**src/rtl/vote_pkg.sv**
```systemverilog
// Shared definitions for the vote session controller.
//   VOTE_CNT_W   : width of the accepted-ballot counter
//   poll_state_e : poll phase encoding (also the poll_state output encoding)
//   is_onehot()  : true when exactly one bit of the argument is set
package vote_pkg;

  localparam int unsigned VOTE_CNT_W = 8;

  typedef enum logic [1:0] {
    ST_IDLE     = 2'b00,
    ST_OPEN     = 2'b01,
    ST_CLOSED   = 2'b10,
    ST_CLEARING = 2'b11
  } poll_state_e;

  function automatic logic is_onehot(input logic [31:0] v);
    return (v != 32'd0) && ((v & (v - 32'd1)) == 32'd0);
  endfunction

endpackage

```
**src/rtl/rr_arbiter.sv**
```systemverilog
// Round-robin arbiter with a registered search-start pointer.
//   clk, rst_n : clock, asynchronous active-low reset (pointer -> 0)
//   req        : request vector
//   advance    : the current grant was consumed; move pointer past it
//   grant      : one-hot grant (combinational), grant_vld when any req
module rr_arbiter #(
  parameter int unsigned N = 4
) (
  input  logic         clk,
  input  logic         rst_n,
  input  logic [N-1:0] req,
  input  logic         advance,
  output logic [N-1:0] grant,
  output logic         grant_vld
);

  localparam int unsigned PW = (N > 1) ? $clog2(N) : 1;

  logic [PW-1:0] ptr_q, ptr_d;
  logic [PW-1:0] gidx;

  // Scan N positions starting at ptr_q, wrapping modulo N; first hit wins.
  always_comb begin : p_search
    logic [PW:0]   sum;
    logic [PW-1:0] idx;
    grant     = '0;
    grant_vld = 1'b0;
    gidx      = ptr_q;
    sum       = '0;
    idx       = '0;
    for (int unsigned i = 0; i < N; i++) begin
      sum = {1'b0, ptr_q} + (PW+1)'(i);
      if (sum >= (PW+1)'(N)) sum = sum - (PW+1)'(N);
      idx = sum[PW-1:0];
      if (!grant_vld && req[idx]) begin
        grant_vld  = 1'b1;
        grant[idx] = 1'b1;
        gidx       = idx;
      end
    end
  end

  always_comb begin
    ptr_d = ptr_q;
    if (advance && grant_vld) begin
      ptr_d = (gidx == PW'(N - 1)) ? '0 : gidx + 1'b1;
    end
  end

  always_ff @(posedge clk or negedge rst_n) begin
    if (!rst_n) ptr_q <= '0;
    else        ptr_q <= ptr_d;
  end

endmodule

```
**src/rtl/vote_session_ctrl.sv**
```systemverilog
// Poll session controller and booth arbiter in front of the vote counter.
//   open_poll/close_poll/clear : phase control pulses
//   booth_req/booth_cand       : per-booth level request and one-hot ballot
//   booth_ack/booth_nack       : registered 1-cycle decision pulses
//   cnt_ready/cnt_inc/cnt_sel  : counter increment handshake
//   cnt_clr                    : counter clear strobe (high while CLEARING)
//   poll_state/total_votes/poll_full : session status
module vote_session_ctrl
  import vote_pkg::*;
#(
  parameter int unsigned NUM_BOOTHS = 4,
  parameter int unsigned NUM_CAND   = 4,
  parameter int unsigned MAX_VOTES  = 255
) (
  input  logic                         clk,
  input  logic                         rst_n,
  input  logic                         open_poll,
  input  logic                         close_poll,
  input  logic                         clear,
  input  logic [NUM_BOOTHS-1:0]        booth_req,
  input  logic [NUM_BOOTHS*NUM_CAND-1:0] booth_cand,
  output logic [NUM_BOOTHS-1:0]        booth_ack,
  output logic [NUM_BOOTHS-1:0]        booth_nack,
  input  logic                         cnt_ready,
  output logic                         cnt_inc,
  output logic [NUM_CAND-1:0]          cnt_sel,
  output logic                         cnt_clr,
  output logic [1:0]                   poll_state,
  output logic [VOTE_CNT_W-1:0]        total_votes,
  output logic                         poll_full
);

  localparam logic [VOTE_CNT_W-1:0] MaxVotes = VOTE_CNT_W'(MAX_VOTES);

  poll_state_e               state_q, state_d;
  logic [NUM_BOOTHS-1:0]     lock_q, lock_d, ack_q, ack_d, nack_q, nack_d;
  logic [NUM_BOOTHS-1:0]     eligible, grant;
  logic                      grant_vld, decide;
  logic                      inc_q, inc_d, clr_q, clr_d;
  logic [NUM_CAND-1:0]       sel_q, sel_d, ballot;
  logic [VOTE_CNT_W-1:0]     total_q, total_d;
  logic                      ballot_ok;

  // Locked booths already got their decision for the current request.
  assign eligible = booth_req & ~lock_q;

  rr_arbiter #(
    .N (NUM_BOOTHS)
  ) u_arb (
    .clk       (clk),
    .rst_n     (rst_n),
    .req       (eligible),
    .advance   (decide),
    .grant     (grant),
    .grant_vld (grant_vld)
  );

  always_comb begin
    ballot = '0;
    for (int unsigned i = 0; i < NUM_BOOTHS; i++) begin
      if (grant[i]) ballot = booth_cand[i*NUM_CAND +: NUM_CAND];
    end
  end

  assign ballot_ok = is_onehot(32'(ballot));

  always_comb begin
    ack_d   = '0;
    nack_d  = '0;
    inc_d   = 1'b0;
    sel_d   = '0;
    clr_d   = 1'b0;
    total_d = total_q;
    state_d = state_q;

    if (grant_vld) begin
      if (state_q == ST_OPEN) begin
        if (!ballot_ok) begin
          nack_d = grant;
        end else if (cnt_ready && !close_poll) begin
          // A coincident close_poll leaves a valid ballot pending; it is
          // nacked later from CLOSED.
          ack_d   = grant;
          inc_d   = 1'b1;
          sel_d   = ballot;
          total_d = total_q + 1'b1;
        end
      end else begin
        nack_d = grant;
      end
    end

    unique case (state_q)
      ST_IDLE: begin
        if (open_poll)  state_d = ST_OPEN;
        else if (clear) state_d = ST_CLEARING;
      end
      // Closing on the capping accept itself keeps any later accept impossible.
      ST_OPEN:     if (close_poll || (inc_d && total_d == MaxVotes)) state_d = ST_CLOSED;
      ST_CLOSED:   if (clear) state_d = ST_CLEARING;
      ST_CLEARING: state_d = ST_IDLE;
      default:     state_d = ST_IDLE;
    endcase

    if (state_d == ST_CLEARING) begin
      total_d = '0;
      clr_d   = 1'b1;
    end
  end

  assign decide = |(ack_d | nack_d);
  // Lock holds while the request stays high; drops once req is seen low.
  assign lock_d = booth_req & (lock_q | ack_d | nack_d);

  always_ff @(posedge clk or negedge rst_n) begin
    if (!rst_n) begin
      state_q <= ST_IDLE;
      lock_q  <= '0;
      ack_q   <= '0;
      nack_q  <= '0;
      inc_q   <= 1'b0;
      sel_q   <= '0;
      clr_q   <= 1'b0;
      total_q <= '0;
    end else begin
      state_q <= state_d;
      lock_q  <= lock_d;
      ack_q   <= ack_d;
      nack_q  <= nack_d;
      inc_q   <= inc_d;
      sel_q   <= sel_d;
      clr_q   <= clr_d;
      total_q <= total_d;
    end
  end

  assign booth_ack   = ack_q;
  assign booth_nack  = nack_q;
  assign cnt_inc     = inc_q;
  assign cnt_sel     = sel_q;
  assign cnt_clr     = clr_q;
  assign poll_state  = state_q;
  assign total_votes = total_q;
  assign poll_full   = (total_q == MaxVotes);

endmodule

```
**config.mk**
```make
export PLATFORM = sky130hd
export DESIGN_NAME = vote_session_ctrl
export DESIGN_NICKNAME = d
export VERILOG_FILES = /design/src/rtl/vote_pkg.sv /design/src/rtl/rr_arbiter.sv /design/src/rtl/vote_session_ctrl.sv
export SDC_FILE = /design/constraint.sdc
export NUM_CORES = 1
export LEC_CHECK = 0
export CORE_UTILIZATION = 54
export CTS_BUF_LIST = sky130_fd_sc_hd__clkbuf_16
export CTS_CLUSTER_DIAMETER = 40
export DETAILED_ROUTE_END_ITERATION = 10
export HOLD_SLACK_MARGIN = 0.12
export PLACE_DENSITY = 0.86
export SLEW_MARGIN = 40
export SYNTH_ARGS = -nofsm -noshare
export SYNTH_HDL_FRONTEND = slang
export SYNTH_SLANG_ARGS = --single-unit
```
**constraint.sdc**
```tcl
create_clock -name clk -period 11.28 [get_ports clk]
set_input_delay 1.692 -clock clk [delete_from_list [all_inputs] [get_ports clk]]
set_output_delay 1.692 -clock clk [all_outputs]
set_load 0.01 [all_outputs]
```
# Word-level counts from Yosys, hierarchy flattened
# Cells that the tools add are included.
totals:
  regBits: 30
  inputBits: 26
  out_inout_bits: 25
op_classes:
  add_sub_neg: 10
  magnitude_cmp: 12
  n_eq_ne: 7
  mux: 62
  bitwise_logic: 10
  reduce_logical: 20
ops:
  columns: ["cell", "count"]
  rows:
  - ["$mux W4", 19]
  - ["$mux W8", 5]
  - ["$and A4 B32 Y32", 1]
  - ["$logic_not A32 Y1", 1]
  - ["$mux W2", 12]
  - ["$or A4 B4 Y4", 6]
  - ["$mux W1", 17]
  - ["$eq A8 B8 Y1 const B", 2]
  - ["$lt A2 B3 Y1 const B", 4]
  - ["$logic_and A1 B1 Y1", 11]
  - ["$ge A3 B3 Y1 const B", 3]
  - ["$add A8 B1 Y8 const B", 1]
  - ["$and A4 B4 Y4", 2]
  - ["$bmux W1 S2", 4]
  - ["$demux W1 S2", 4]
  - ["$eq A2 B2 Y1 const B", 4]
  - ["$ge A2 B1 Y1 const B", 4]
  - ["$pmux W2 S4", 1]
  - ["$sub A2 B1 Y2 const B", 4]
  - ["$add A2 B2 Y3 const B", 2]
  - ["$sub A4 B1 Y5 const B", 1]
  - ["$logic_not A1 Y1", 4]
  - ["$not A4 Y4", 1]
  - ["$reduce_bool A4 Y1", 1]
  - ["7 further kinds", 7]

# Longest topological paths before layout
# Gate-level depths: netlist of the first run.
logic_depth:
  ltp_word: 32
  ltp_mapped: 14

# Hierarchy
# A second synthesis of the first run with hierarchy kept.
unflattened:
  cells_unflattened: 218
  hier_area_um2: 2054.5
by_module_without_submodules:
  columns: ["module", "instances", "cells_per_inst", "area_each_um2", "seq_area_each_um2"]
  rows:
  - ["vote_session_ctrl", 1, 165, 1555.2, 700.7]
  - ["rr_arbiter", 1, 53, 499.2, 50.0]

# Worst setup path before layout of the first run
# OpenSTA, ideal clock, no wires.
synth_timing:
  path_type: "input to register"
  start: "in booth_req[0]"
  end: "reg total_q[7] (netlist: total_votes[7])"
  setup_time_ps: 77
  t_arrival_ps: 4531
  t_required_ps: 11203
  slack_ps: 6671
  stages: 11
  n_path_buf: 0
  path_cell_list: "and2b_1 or3_4 a2111oi_4 o21a_2 a211oi_2 nor2b_1 a221oi_1 xnor2_1 o22a_2 or4_1 a21oi_1"
synth_between:
  elab_chain_cells: 31
synth_lines:
  columns: ["item", "line_no", "source"]
  rows:
  - ["from (decl)", "vote_session_ctrl.sv:20", "input logic [NUM_BOOTHS-1:0] booth_req,"]
  - ["$and A4 B4 Y4 *", "vote_session_ctrl.sv:45", "assign eligible = booth_req & ~lock_q;"]
  - ["$bmux W1 S2", "rr_arbiter.sv:35", "if (!grant_vld && req[idx]) begin"]
  - ["$mux W1 (implied by the code)", "rr_arbiter.sv:35", null]
  - ["$mux W1", "rr_arbiter.sv:35", null]
  - ["$logic_not A1 Y1", "rr_arbiter.sv:35", null]
  - ["$logic_and A1 B1 Y1", "rr_arbiter.sv:35", null]
  - ["$mux W1", "rr_arbiter.sv:35", null]
  - ["$logic_not A1 Y1", "rr_arbiter.sv:35", null]
  - ["[... 16 more ...]", null, null]
  - ["$eq A8 B8 Y1", "vote_session_ctrl.sv:99", "ST_OPEN: if (close_poll || (inc_d && total_d == MaxVotes)) state_d = ST_CLOSED;"]
  - ["$logic_and A1 B1 Y1", "vote_session_ctrl.sv:99", null]
  - ["$logic_or A1 B1 Y1", "vote_session_ctrl.sv:99", null]
  - ["$mux W2", "vote_session_ctrl.sv:99", null]
  - ["$pmux W2 S4", "vote_session_ctrl.sv:93", "unique case (state_q)"]
  - ["$eq A2 B2 Y1", "vote_session_ctrl.sv:105", "if (state_d == ST_CLEARING) begin"]
  - ["$mux W8 *", "vote_session_ctrl.sv:105", null]
  - ["named net total_d[7]", "vote_session_ctrl.sv:41", "logic [VOTE_CNT_W-1:0] total_q, total_d;"]
  - ["to (signal assigned)", "vote_session_ctrl.sv:133", "total_q <= total_d;"]
  - ["to (decl)", "vote_session_ctrl.sv:41", null]
# Mark *: on every way through the listed nets, which the timed path passes. The rest lies on a longest branch. The select of a mux whose other input is x is not followed.
# A chain may end at the register's enable or synchronous reset.

# Worst setup path in the final report of the first run
layout_timing:
  start: "in booth_req[3]"
  end: "reg total_q[3] (netlist: total_votes[3])"
# The elaborated chain is that of the path after synthesis.

==> run summary, run 1 <==
Ys flop type: dfrtp_1
Post-Syn Area per Cell: 9.58 µm²
Setup slack after layout: 5810 ps
Quantity of hold-fixing buffers added after cts: 0
Via-per-instance ratio: 5.92
Clk pwr share: 16.6%
Critical Path Fanout Max: 11
Clock skew: 4.12 ps
H-tree depth: 2
Initial core utilization: 56.9%
Synth cell types: 62
Root buf cell: clkbuf_16
Max VDD drop: 0.219 mV
Part of the cycle the worst path needs: 48.5%
Sw frac: 46.9%
GRT overflow: 0
Antenna violations before repair: 0
Min-delay worst type: reg2reg
Slew Limit Headroom: 55.3%
Post-synth EDFFs: 0
Routed via count: 1907
Core Rows: 22
Status: complete, no violations
Setup Crit Path Kind: in2reg
Clock Sinks: 30
Routed wire length: 5200 µm
Switching power: 0.000410 W
Clk slew on worst S/H paths: 50 ps
Core Area: 3690 µm²
Post-synth top area cell: dfrtp_1
Setup violators final: 0
Internal Pwr Total: 0.000465 W
First-pass GRT wire length: 8500 µm
First-pass iteration count of the detailed router: 4
Post-Synthesis Cell Area: 2100 µm²
Largest cells by area after synthesis: dfrtp_1, ha_1, nor2_1
Clock tree buffer depth: 2
Most frequent cells in the layout: clkdlybuf4s50_1, dfrtp_1, nor2_1
Fmax: 183 MHz
Post-Synthesis Net Count: 254
Post-Place Worst Slack: 5690 ps
Register area share after synthesis: 35.8%
Gp weighted congestion: 0.891
Remaining DRCs: 0
Cells after synthesis: 219
# resized after CTS: 0
Sequential power share: 18.0%
Die ar.: 4140 µm²
Post-CTS Setup Inserts: 0
Slew @ Worst Pin: 670 ps
Slew Limit Fails: 0
Post-DP HPWL: 3720 µm
Synthesis Warnings: 0
# nets final: 309
CP startpoint kind: input port
# diodes: 0
Total Routing Usage GR: 26.6%
Num ports: 51
Final Hold Fails: 0
Synthesized flop and latch total: 30
CTS buffer count: 5
Chip width: 64.3 µm
Max Cap Viol: 0
Later-pin clock latency in the skew report: 270 ps
Commonest non-fill, non-tap cell in the layout: clkdlybuf4s50_1
Share of layout cells above drive strength 1: 10.6%
Synth top area share: 35.8%
Tmin final: 5470 ps
Power Dens Cells: 312 nW/µm²
CTS tree: built
Static Leak: 1.23 nW
Drt wl/cell: 16.1 µm
Initial DRC Count: 157
Number of global-route vias before repair: 1756
Critical path data required time: 11450 ps
Comb pwr share: 65.5%
RSZ-0062 raised after global routing: false
IO buf count: 50
ANT nets after route: 0
Post-synth ARST share: 100%
Arr. time, crit path: 5640 ps
CP endpoint kind: flip-flop
Layout area overhead: 33.7%
Setup TNS Final: 0 ps
Fillers: 259
Die Y: 64.3 µm
Largest net degree at the start of global routing: 31
power by group through the flow:
| stage | Clock [W] | Sequential [W] | Combinational (W) |
|---|---|---|---|
| 3_3_place_gp | 0 | 0.000158 | 0.000549 |
| 2_1_floorplan | 0 | 0.000157 | 0.000440 |
| 5_1_grt | 0.000152 | 0.000160 | 0.000623 |
| 4_1_cts | 0.000146 | 0.000157 | 0.000567 |
| 6_report | 0.000145 | 0.000157 | 0.000573 |
| 3_5_place_dp | 0 | 0.000158 | 0.000561 |
area by class of cell:
cell class,instances,area [µm²],area share (%)
Inverter,10,37.5,1.34
Clock buffer,5,125,4.46
Timing Repair Buffer,51,508,18.1
Clock inverter,2,33.8,1.20
Multi-Input combinational cell,176,1290,46.0
Tap cell,48,60.1,2.14
Sequential cell,30,751,26.8
metal layers:
| layer | GRT usage (%) | vias to the layer above | routed length (µm) |
|---|---|---|---|
| li1 | - | 919 | - |
| met1 | 36.3 | 905 | 2250 |
| met2 | 43.6 | 81 | 2610 |
| met3 | 4.29 | 2 | 328 |
| met4 | 6.39 | 0 | 10 |
| met5 | 0 | - | 0 |
registers in the layout, summed over array words and instances, names as in the netlist, 2 cells and up:
name         count
lock_q           4
total_votes      8
u_arb.ptr_q      2
poll_state       2
cnt_sel          4
booth_ack        4
booth_nack       4
worst max-delay path, cell delays in order:
cell	delay (ps)
clkdlybuf4s50_1	490
nor2b_1	430
nor3_1	120
nor2_1	260
a21boi_4	130
a211oi_2	630
nor2b_1	130
a221oi_1	480
xnor2_1	200
o22ai_2	410
nand2_1	340
o31ai_1	330
path summary, 6_finish.rpt:
path	cells after the start	slack (ps)	startpoint	to
max in group asynchronous	2	9180	rst_n	lock_q[2]
min in group asynchronous	2	1820	rst_n	total_votes[2]
worst max register to register	12	6590	u_arb.ptr_q[0]	total_votes[3]
worst min-delay path	1	510	lock_q[3]	lock_q[3]
worst min register to register	1	510	lock_q[3]	lock_q[3]
worst max-delay path	12	5810	booth_req[3]	total_votes[3]
cells in the mapped netlist (3+ instances only):
| master | count |
|---|---|
| a21oi_1 | 13 |
| o21ai_0 | 7 |
| a211oi_1 | 4 |
| nand2b_1 | 4 |
| inv_1 | 9 |
| nor2_1 | 22 |
| nor3_1 | 8 |
| or4_1 | 3 |
| nand3_1 | 5 |
| mux2i_1 | 5 |
| o21a_1 | 7 |
| nand2_1 | 14 |
| o31ai_1 | 7 |
| xnor2_1 | 6 |
| ha_1 | 9 |
| a221oi_1 | 4 |
| or3_1 | 3 |
| nor2b_1 | 11 |
| dfrtp_1 | 30 |
per-stage QoR:
stage	instances	instance area (µm²)	hold WS, ps	total power, W	utilization (%)
2_1_floorplan	219	2100	478	0.000596	-
3_3_place_gp	315	2650	493	0.000707	71.7
5_1_grt	322	2810	530	0.000936	76.1
6_report	322	2810	512	0.000875	76.1
4_1_cts	322	2810	512	0.000870	76.1
3_5_place_dp	315	2650	499	0.000719	71.7
logic make-up after synthesis:
| family | share of synthesized area [%] |
|---|---|
| buf+inv | 2.74 |
| mux | 4.00 |
| compound gates | 25.6 |
| flops | 35.8 |
| xor+xnor | 2.92 |
| simple gates | 23.6 |
| fa+ha+maj | 5.37 |
Note: power is estimated with default switching activity, not from simulation.
==> run 2, diff against run 1 <==
CORE_UTILIZATION = 50   (was 54)
PLACE_DENSITY = 0.81   (was 0.86)
clock period = 5.4 ns   (was 11.28 ns; I/O delays follow)
==> run 2 against run 1 <==
  * Sequential power up 110%
  * Cell area down 0.54%
  * Clock power up 83%
  * Critical path type is now reg2reg
  * Highest routed layer unchanged
==> run summary, run 2 (synthesis gave the netlist of run 1 again) <==
Register Area: 751 µm²
RSZ-0062 raised after global routing: false
Critical Path Fanout Max: 13
Quantity of hold-fixing buffers added after cts: 0
Number of global-route vias before repair: 1774
Num ports: 51
Clk slew on worst S/H paths: 50 ps
Arr. time, crit path: 4900 ps
Post-CTS Setup Inserts: 0
Die ar.: 4460 µm²
Max VDD drop: 0.365 mV
CP endpoint kind: flip-flop
H-tree depth: 2
Chip width: 66.8 µm
Core Rows: 23
Slowest cell on the critical path: dfrtp_1
Final Hold Fails: 0
Layout area overhead: 33.0%
Initial core utilization: 52.1%
Setup Crit Path Kind: reg2reg
R2R Setup Slk: 680 ps
Post-Route Utilization: 69.3%
First-pass GRT wire length: 8140 µm
Slew Limit Fails: 0
Tmin final: 4720 ps
First-pass iteration count of the detailed router: 6
Most frequent CP cell: nand2_1
Clock Sinks: 30
# resized after CTS: 0
Clock skew: 7.66 ps
Min-delay worst type: reg2reg
Gp weighted congestion: 0.957
Remaining DRCs: 0
Final Power: 0.00179 W
Setup violators final: 0
Post-DP HPWL: 3780 µm
Share of layout cells above drive strength 1: 10.9%
Routed via count: 1899
Initial DRC Count: 138
Drt wl/cell: 15.4 µm
Fmax: 212 MHz
Via-per-instance ratio: 5.84
Part of the cycle the worst path needs: 87.4%
Routed wire length: 4990 µm
Commonest non-fill, non-tap cell in the layout: clkdlybuf4s50_1
IO buf count: 50
GRT overflow: 0
Later-pin clock latency in the skew report: 280 ps
Setup TNS Final: 0 ps
CP max stage delay: 660 ps
ANT nets after route: 0
Status: complete, no violations
Area of the multi-input gates: 1290 µm²
Total Routing Usage GR: 24.4%
Clock tree buffer depth: 2
Slew @ Worst Pin: 629 ps
Power Dens Cells: 640 nW/µm²
CP startpoint kind: flip-flop
# diodes: 0
Antenna violations before repair: 0
Crit-path cells: inv_2 > ha_1 > or3_4 > a2111oi_4 > o21a_2 > a211oi_2 > nor2b_1 > a221oi_1 > nand2_1 > o22ai_2 > nand2_1 > o31ai_1
Core Area: 4030 µm²
Most frequent cells in the layout: clkdlybuf4s50_1, dfrtp_1, nor2_1
Die Y: 66.8 µm
Root buf cell: clkbuf_16
# nets final: 309
CTS buffer count: 5
Static Leak: 1.22 nW
Critical path data required time: 5580 ps
CTS tree: built
Largest net degree at the start of global routing: 31
Max Cap Viol: 0
Largest register FFs: 8
Fillers: 328
Slew Limit Headroom: 58.0%
-- run 2: changes by cell type in the layout (fill, tap and decap cells not counted), sizes merged --
| cell | previous run | this run |
|---|---|---|
| clkinv | 1 | 2 |
| clkinvlp | 0 | 1 |
| bufinv | 1 | 0 |
-- run 2: metrics by stage --
step | setup WS, ps | area, µm² | cells | hold WS (ps)
2_1_floorplan | 1560 | 2100 | 219 | 478
3_3_place_gp | 819 | 2650 | 317 | 489
3_5_place_dp | 624 | 2650 | 317 | 502
4_1_cts | 722 | 2790 | 325 | 514
5_1_grt | 406 | 2790 | 325 | 528
6_report | 681 | 2790 | 325 | 505
-- run 2: final timing paths --
kind | endpoint | start | depth (start not counted)
worst max register to register | total_votes[3] | u_arb.ptr_q[0] | 12
worst min register to register | lock_q[3] | lock_q[3] | 1
worst max-delay path | total_votes[3] | u_arb.ptr_q[0] | 12
max in group asynchronous | cnt_inc | rst_n | 2
worst min-delay path | lock_q[3] | lock_q[3] | 1
min in group asynchronous | lock_q[3] | rst_n | 2
-- run 2: final cells by class --
| class | count | share of cell area, % |
|---|---|---|
| Tap cell | 50 | 2.24 |
| Multi-Input combinational cell | 176 | 46.2 |
| Clock buffer | 5 | 4.48 |
| Sequential cell | 30 | 26.9 |
| Timing Repair Buffer | 51 | 18.2 |
| Clock inverter | 3 | 0.583 |
| Inverter | 10 | 1.35 |
-- run 2: power breakdown --
group	internal, W	switching (W)	leakage [nW]
Combinational	0.000484	0.000708	0.746
Sequential	0.000274	0.0000542	0.404
Clock	0.000168	0.0000974	0.0672
Total	0.000926	0.000859	1.22
-- run 2: worst max-delay path: cells and delay by family (launching register included) --
family                   cells  cell delay, ps
AO/OA/AOI/OAI                6            2110
adder cells (fa/ha/maj)      1             440
buffers and inverters        1             240
flip-flops                   1             660
AND/OR/NAND/NOR              4            1180
-- run 2: routing by layer --
layer,GRT usage (%),up-vias,wire length [µm]
met5,0,-,0
met4,10.1,0,78
met3,5.48,10,247
met2,39.4,68,2420
met1,31.1,899,2250
li1,-,922,-
